**src/rtl/cooling_fan_ramp_ctrl.sv**
```systemverilog
// -----------------------------------------------------------------------------
// cooling_fan_ramp_ctrl
//
// Purpose:
//    Moves the applied fan level toward the requested fan_mode one level at a
//    time, waiting STEP_DWELL cycles before each step. A fault jumps straight
//    to full speed. A free-running 7-phase PWM drives the fan pin. All outputs
//    are registered.
//
// Ports:
//    clk        in   system clock (1 Hz tick in the ride system)
//    rst        in   asynchronous, active-high reset
//    enable     in   ride active; when low the target is forced to 0
//    fan_mode   in   [2:0] requested fan level
//    fault      in   sensor / over-pressure fault, forces level 7
//    fan_level  out  [2:0] currently applied fan level
//    pwm_out    out  fan PWM drive
//    settled    out  level equals the target and no ramp is in progress
//    ramping    out  a ramp (or kick) is in progress
//
// Build option:
//    FAN_KICKSTART_EN - when defined, a start from stop first runs the fan at
//    level 7 for KICK_CYCLES cycles, then continues the ramp from level 1.
// -----------------------------------------------------------------------------
module cooling_fan_ramp_ctrl #(
   parameter int STEP_DWELL  = 4,
   parameter int KICK_CYCLES = 2
) (
   input  logic       clk,
   input  logic       rst,
   input  logic       enable,
   input  logic [2:0] fan_mode,
   input  logic       fault,
   output logic [2:0] fan_level,
   output logic       pwm_out,
   output logic       settled,
   output logic       ramping
);

   // Both counts share the 8-bit dwell counter, so both must fit in 1..255.
   if (STEP_DWELL < 1 || STEP_DWELL > 255) begin : g_bad_dwell
      $error("STEP_DWELL out of range 1..255");
   end
   if (KICK_CYCLES < 1 || KICK_CYCLES > 255) begin : g_bad_kick
      $error("KICK_CYCLES out of range 1..255");
   end

   localparam logic [7:0] DWELL_RELOAD = 8'(STEP_DWELL - 1);
`ifdef FAN_KICKSTART_EN
   localparam logic [7:0] KICK_RELOAD  = 8'(KICK_CYCLES - 1);
`endif

   typedef enum logic [2:0] {
      IDLE      = 3'd0,
      HOLD      = 3'd1,
      RAMP_UP   = 3'd2,
      RAMP_DOWN = 3'd3,
`ifdef FAN_KICKSTART_EN
      KICK      = 3'd5,
`endif
      FAULT     = 3'd4
   } state_t;

   state_t     state_q, state_d;
   logic [2:0] target_q, target_d;
   logic       fault_q, fault_d;
   logic [2:0] level_q, level_d;
   logic [7:0] cnt_q, cnt_d;
   logic [2:0] pwm_cnt_q, pwm_cnt_d;
   logic       pwm_q, pwm_d;
   logic       settled_q, settled_d;
   logic       ramping_q, ramping_d;

   always_comb begin
      state_d   = state_q;
      level_d   = level_q;
      cnt_d     = cnt_q;
      target_d  = fault ? 3'd7 : (enable ? fan_mode : 3'd0);
      // Remembers that the current target_q came from a fault, not from fan_mode=7.
      fault_d   = fault;
      pwm_cnt_d = (pwm_cnt_q == 3'd6) ? 3'd0 : pwm_cnt_q + 3'd1;
      pwm_d     = (pwm_cnt_q < level_q);

      if (fault_q) begin
         state_d = FAULT;
         level_d = 3'd7;
         cnt_d   = 8'd0;
      end else begin
         unique case (state_q)
            IDLE, HOLD, FAULT: begin
               if (target_q > level_q) begin
`ifdef FAN_KICKSTART_EN
                  if (state_q == IDLE) begin
                     state_d = KICK;
                     level_d = 3'd7;
                     cnt_d   = KICK_RELOAD;
                  end else begin
                     state_d = RAMP_UP;
                     cnt_d   = DWELL_RELOAD;
                  end
`else
                  state_d = RAMP_UP;
                  cnt_d   = DWELL_RELOAD;
`endif
               end else if (target_q < level_q) begin
                  state_d = RAMP_DOWN;
                  cnt_d   = DWELL_RELOAD;
               end else begin
                  state_d = (level_q == 3'd0) ? IDLE : HOLD;
               end
            end
            RAMP_UP: begin
               if (target_q == level_q) begin
                  state_d = HOLD;
               end else if (target_q < level_q) begin
                  state_d = RAMP_DOWN;
                  cnt_d   = DWELL_RELOAD;
               end else if (cnt_q == 8'd0) begin
                  level_d = level_q + 3'd1;
                  cnt_d   = DWELL_RELOAD;
                  if (level_q + 3'd1 == target_q) state_d = HOLD;
               end else begin
                  cnt_d = cnt_q - 8'd1;
               end
            end
            RAMP_DOWN: begin
               if (target_q == level_q) begin
                  state_d = (level_q == 3'd0) ? IDLE : HOLD;
               end else if (target_q > level_q) begin
                  state_d = RAMP_UP;
                  cnt_d   = DWELL_RELOAD;
               end else if (cnt_q == 8'd0) begin
                  level_d = level_q - 3'd1;
                  cnt_d   = DWELL_RELOAD;
                  if (level_q - 3'd1 == target_q)
                     state_d = (level_q == 3'd1) ? IDLE : HOLD;
               end else begin
                  cnt_d = cnt_q - 8'd1;
               end
            end
`ifdef FAN_KICKSTART_EN
            KICK: begin
               if (target_q == 3'd0) begin
                  // Ride disabled mid-kick: wind down from full speed.
                  state_d = RAMP_DOWN;
                  cnt_d   = DWELL_RELOAD;
               end else if (cnt_q == 8'd0) begin
                  level_d = 3'd1;
                  cnt_d   = DWELL_RELOAD;
                  state_d = (target_q == 3'd1) ? HOLD : RAMP_UP;
               end else begin
                  cnt_d = cnt_q - 8'd1;
               end
            end
`endif
            default: begin
               state_d = IDLE;
               level_d = 3'd0;
               cnt_d   = 8'd0;
            end
         endcase
      end

      settled_d = (state_d == IDLE) || (state_d == HOLD);
`ifdef FAN_KICKSTART_EN
      ramping_d = (state_d == RAMP_UP) || (state_d == RAMP_DOWN) || (state_d == KICK);
`else
      ramping_d = (state_d == RAMP_UP) || (state_d == RAMP_DOWN);
`endif
   end

   always_ff @(posedge clk or posedge rst) begin
      if (rst) begin
         state_q   <= IDLE;
         target_q  <= 3'd0;
         fault_q   <= 1'b0;
         level_q   <= 3'd0;
         cnt_q     <= 8'd0;
         pwm_cnt_q <= 3'd0;
         pwm_q     <= 1'b0;
         settled_q <= 1'b1;
         ramping_q <= 1'b0;
      end else begin
         state_q   <= state_d;
         target_q  <= target_d;
         fault_q   <= fault_d;
         level_q   <= level_d;
         cnt_q     <= cnt_d;
         pwm_cnt_q <= pwm_cnt_d;
         pwm_q     <= pwm_d;
         settled_q <= settled_d;
         ramping_q <= ramping_d;
      end
   end

   assign fan_level = level_q;
   assign pwm_out   = pwm_q;
   assign settled   = settled_q;
   assign ramping   = ramping_q;

endmodule
```
**config.mk**
```make
export PLATFORM = sky130hd
export DESIGN_NAME = cooling_fan_ramp_ctrl
export DESIGN_NICKNAME = d
export VERILOG_FILES = /design/src/rtl/cooling_fan_ramp_ctrl.sv
export SDC_FILE = /design/constraint.sdc
export NUM_CORES = 1
export LEC_CHECK = 0
export CAP_MARGIN = 30
export CELL_PAD_IN_SITES_DETAIL_PLACEMENT = 1
export CELL_PAD_IN_SITES_GLOBAL_PLACEMENT = 1
export CORE_ASPECT_RATIO = 0.6
export CORE_UTILIZATION = 40
export CTS_CLUSTER_SIZE = 10
export DETAILED_ROUTE_END_ITERATION = 6
export PLACE_DENSITY_LB_ADDON = 0.1
export SYNTH_ARGS = -nofsm -noshare
export SYNTH_HDL_FRONTEND = slang
export SYNTH_SLANG_ARGS = --single-unit
```
**constraint.sdc**
```tcl
create_clock -name clk -period 2.35 [get_ports clk]
set_clock_uncertainty 0.1 [all_clocks]
set_input_delay 0.47 -clock clk [delete_from_list [all_inputs] [get_ports clk]]
set_output_delay 0.47 -clock clk [all_outputs]
set_load 0.02 [all_outputs]
```
Word-level counts from Yosys, hierarchy flattened
Cells that the tools add are included.
W data, S select, Z words.
- $add $sub $neg: 4
- equal/unequal tests: 20
- reduce and logical (&&, ||, !) cells: 9
- mux-type cells: 34
- $lt $le $gt $ge: 3
- operators by type and width (kind ; number):
    $mux W8 ; 8
    $mux W3 ; 19
    $pmux W8 S3 ; 1
    $ne A3 B3 Y1 const B ; 6
    $pmux W3 S3 ; 2
    $eq A3 B2 Y1 const B ; 4
    $eq A3 B1 Y1 const B ; 3
    $eq A3 B3 Y1 ; 3
    $logic_not A3 Y1 ; 3
    $logic_not A8 Y1 ; 1
    $sub A8 B1 Y8 const B ; 1
    $reduce_and A7 Y1 ; 1
    $add A3 B1 Y3 const B ; 2
    $eq A3 B3 Y1 const B ; 2
    $lt A3 B3 Y1 ; 2
    $mux W2 ; 2
    $ne A4 B4 Y1 const B ; 1
    $gt A3 B3 Y1 ; 1
    $reduce_and A3 Y1 ; 1
    $reduce_or A3 Y1 ; 1
    $sub A3 B1 Y3 const B ; 1
    $logic_or A1 B1 Y1 ; 2
    $mux W1 ; 2
    $ne A2 B2 Y1 const B ; 1
- bits in registers: 24
- word-level logic and storage cells: 79
- output and inout bits: 6
- input port bits: 7

Depth between registers and ports, before layout
- word-level depth: 10
- gate-level depth with buffers: 8
- mapped depth without buffers: 7

Worst setup path after synthesis
No wires, ideal clock.
- path type: register to register
- start point: register level_q[1], in the netlist fan_level[1]
- end point: register cnt_q[7]
- buffers on the path: 0
- data required time: 2.124 ns
- cell stages (with the launch flop): 8
- setup time: 0.126 ns
- period minus slack after synthesis: 2.397 ns
- setup slack: -0.047 ns
- arrival: 2.170 ns
- cells stage by stage: dfrtp_1 > inv_1 > ha_1 > nor2b_4 > or2_0 > a311oi_4 > nor3_4 > a221o_1
- word-level cells in the longest chain between the ends: 5
- elaborated cells on any way between the ends: 14
- those cells by class: order compare (2); eq/ne (4); mux (7); reduce/logical (1)
- RTL lines (item ; line ; RTL):
    start, declared ; 67 ; logic [2:0] level_q, level_d;
    start signal, assigned ; 187 ; level_q <= level_d;
    $gt A3 B3 Y1 / $lt A3 B3 Y1 (equally long branches) ; -- ;
    $mux W8, on equally long branches ; 129, 115 ;
    $mux W8, on equally long branches ; 127, 113 ;
    $pmux W8 S3 ; 89 ; unique case (state_q)
    $mux W8 ; 84 ; if (fault_q) begin
    end signal, assigned ; 188 ; cnt_q <= cnt_d;
    end, declared ; 68 ; logic [7:0] cnt_q, cnt_d;
Several ways; a longest one is shown, not always the timed one. The select of a mux whose other input is x is not followed.
A chain may end at the register's enable or synchronous reset.

Worst setup path after layout
- start point: register cnt_q[0]
- end point: register level_q[1], in the netlist fan_level[1]
- word-level cells in the longest chain between the ends: 3
- elaborated cells on any way between the ends: 4
- those cells by class: eq/ne (2); reduce/logical (2)
- RTL lines (item ; line):
    $logic_not A8 Y1 (*) ; 118, 132
    $ne A3 B3 Y1 (no source line) ; --
    $reduce_and A7 Y1 (no source line) (*) ; --
Mark *: on every way between the ends. The rest lies on a longest branch, timed or not.

==> out/qor.yml <==
outcome:
  status: "complete, no violations"
synthesis:
  ys_async_sr_fraction_pct: 100
  synth-edff-count: 0
  seq_area_frac_synth_pct: 35.7
  synthAdderAreaFrac_pct: 8.15
  yosys_register_bits: 24
  synth-xor-area-share_pct: 2.59
  synth_area_sq_um: 1690
  synth_top_area_share_pct: 34.1
  syn-instance-count: 180
  synth_most_common_cell: "dfrtp_1"
  synthTopCellsByCount: "23 x dfrtp_1, 15 x nor2_1, 12 x nand2_1"
  synth.area.top_cells: "dfrtp_1 34%, ha_1 8.2%, nor2_1 3.3%"
  synth_nets: 198
  postSynthAreaPerCell_sq_um: 9.38
  synth_warnings: 0
  ys.flop_type: "dfrtp_1"
  synth_top_cell_by_area: "dfrtp_1"
  synth_top_family_by_area: "compound AO/OA/AOI/OAI gates"
  synth_compound_area_share_pct: 26.4
  yosysUniqueCellTypes: 56
  synth.mux.area_fraction_pct: 1.85
  yosys.area_share.simple_pct: 21.3
final_layout:
  syn_to_final_growth_pct: 24.2
  fin_cells: 265
  insertedDiodeCount: 0
  fin_nets: 227
  drive_gt1_share_pct: 21.2
route:
  routed_wl_mm: 5.17
  viasPerCell: 5.90
  first_pass_iters: 4
  drt-initial-drc-count: 130
  drt-wirelength-per-cell_microns: 19.5
  num_vias: 1563
  postRouteAntennaNets: 0
  drc: 0
pwr:
  sw_frac_of_total_pct: 47.5
  switchingPower_mw: 1.31
  power_frac_comb_pct: 67.6
  p_leak_nw: 0.912
  seqPwrFrac_pct: 21.5
  ir_drop_uv: 627
  p_int_mw: 1.44
  power_density_nw_per_um2: 1310
  clkPwrFrac_pct: 11.0
critical_path:
  endpoint_kind: "flop"
  cp.arrival_ns: 2.41
  setup.worst_path.class: "flop to flop"
  crit_buf_inv: 1
  critPathLaunchType: "flop"
  max_stage_delay_ns: 0.43
  crit_family: "simple AND/OR/NAND/NOR gates"
  critPathRequiredTime_ns: 2.41
  crit_chain: "inv_1, ha_1, nor4b_4, nand2_2, nor4_1, nor3_1, a221o_1"
  cp_max_fo: 6
  crit_path_top_delay_cell: "dfrtp_1"
sta:
  setup_ws_ns: 0.00591
  relSlewSlack_pct: 72.8
  timing.hold.ws_ns: 0.420
  hold_viol: 0
  period_share_pct: 99.7
  finalSetupViolations: 0
  drv_slew: 0
  worstMarginPinSlew_ns: 0.405
  max_freq_mhz: 427
  min_period_ns: 2.34
cts:
  htreeDepth: 1
  tritoncts: "built"
  insertion_delay_ns: 0.28
  numClockSinks: 24
  cts-buffers-inserted: 3
  clk_pin_slew_ns: 0.09
  ctsHoldBuffers: 0
  clock-root-buffer: "clkbuf_8"
  cts_max_path_buffers: 2
place:
  dp.final_hpwl_mm: 3.90
  dp_cells: 257
  place.gp.congestion: 0.913
  io_buffers: 12
  dpl_worst_slack_ns: 0.00999
die:
  core_area_sq_um: 3850
  start_util_pct: 43.8
  die_w_microns: 85.9
  ios: 13
  dieArea_sq_um: 4490
  die_y_microns: 52.3
  rows: 17
flow_run:
  maxCapViolCount: 0
grt:
  antenna_found_initial: 0
  grt_overflow: 0
  grt_max_degree: 25
  grt_pass1_vias: 1538
  grt_pass1_wl_mm: 8.35
  grtUsageTotal_pct: 25.8
min_path:
  hold_class: "flop to flop"
[metrics by stage]
stage / setup TNS, ns / power [mW] / cell area (sq um) / utilization [%]
2_1_floorplan: 0 / 1.65 / 1690 / -
3_3_place_gp: 0 / 2.15 / 1960 / 50.9
3_5_place_dp: 0 / 2.21 / 1960 / 50.9
4_1_cts: 0 / 2.52 / 2010 / 52.3
5_1_grt: -0.171 / 2.92 / 2100 / 54.5
6_report: 0 / 2.75 / 2100 / 54.5
[flip-flops by register name (all words and copies together) (netlist names)]
name / flops
cnt_q: 8
fan_level: 3
pwm_cnt_q: 3
state_q: 3
target_q: 3
fault_q: 1
pwm_out: 1
ramping: 1
settled: 1
[per-layer routing]
| layer | share of wire (%) | vias to the layer above | GRT usage [%] |
|---|---|---|---|
| met2 | 41 | 52 | 36.1 |
| met4 | 1.2 | 0 | 7.50 |
| met5 | 0 | - | 0 |
| met1 | 50 | 781 | 39.2 |
| met3 | 7.4 | 7 | 5.20 |
| li1 | - | 723 | - |
[timing repair]
action	in CTS	in global routing
setup endpoints to repair	0	9
buffers inserted	0	4
gates resized for setup	0	13
[path summary, 6_finish.rpt]
path,start,endpoint,slack (ns),cells after the start
worst max register to register,cnt_q[0]$_DFFE_PP0P_,fan_level[1]$_DFFE_PP0P_,0.006,7
worst min register to register,pwm_cnt_q[0]$_DFF_PP0_,pwm_cnt_q[0]$_DFF_PP0_,0.42,1
min in group asynchronous,rst,cnt_q[5]$_DFFE_PP0P_,0.43,3
max in group asynchronous,rst,settled$_DFF_PP1_,1.42,3
worst min-delay path,pwm_cnt_q[0]$_DFF_PP0_,pwm_cnt_q[0]$_DFF_PP0_,0.42,1
worst max-delay path,cnt_q[0]$_DFFE_PP0P_,fan_level[1]$_DFFE_PP0P_,0.006,7
[layout by cell type, fill, tap and decap left out, types with 3 or more instances in the layout]
cell / instances
inv_1: 9
buf_4: 18
o21ai_1: 3
nand3_1: 8
o21ai_0: 7
nand2b_1: 3
a31oi_1: 3
clkdlybuf4s50_1: 12
clkbuf_8: 4
nand2_1: 12
nor2_1: 15
ha_1: 9
a21o_1: 5
dfrtp_1: 22
o21a_1: 5
o2bb2ai_1: 4
nor3_1: 4
a21oi_1: 6
[power groups by stage]
stage,Combinational [mW],Sequential [mW],Clock [mW]
floorplan,1.03,0.622,0
global placement,1.56,0.588,0
detailed placement,1.61,0.596,0
CTS,1.62,0.588,0.306
global route,2.00,0.604,0.318
finish,1.86,0.590,0.301
[final cells by class]
type	count	area [sq um]
Sequential cell	24	603
Clock buffer	4	55.1
Fill cell	438	1750
Multi-Input combinational cell	140	1070
Tap cell	57	71.3
Inverter	9	33.8
Timing Repair Buffer	31	267
[cells by family (layout without fill, tap and decap cells)]
family / Yosys count / in the layout
mux: 3 / 3
xor+xnor: 5 / 5
compound gates: 58 / 58
flops: 24 / 24
buf+inv: 16 / 44
fa+ha+maj: 11 / 11
simple gates: 63 / 63
No activity file was read; power rests on OpenSTA's default activity.
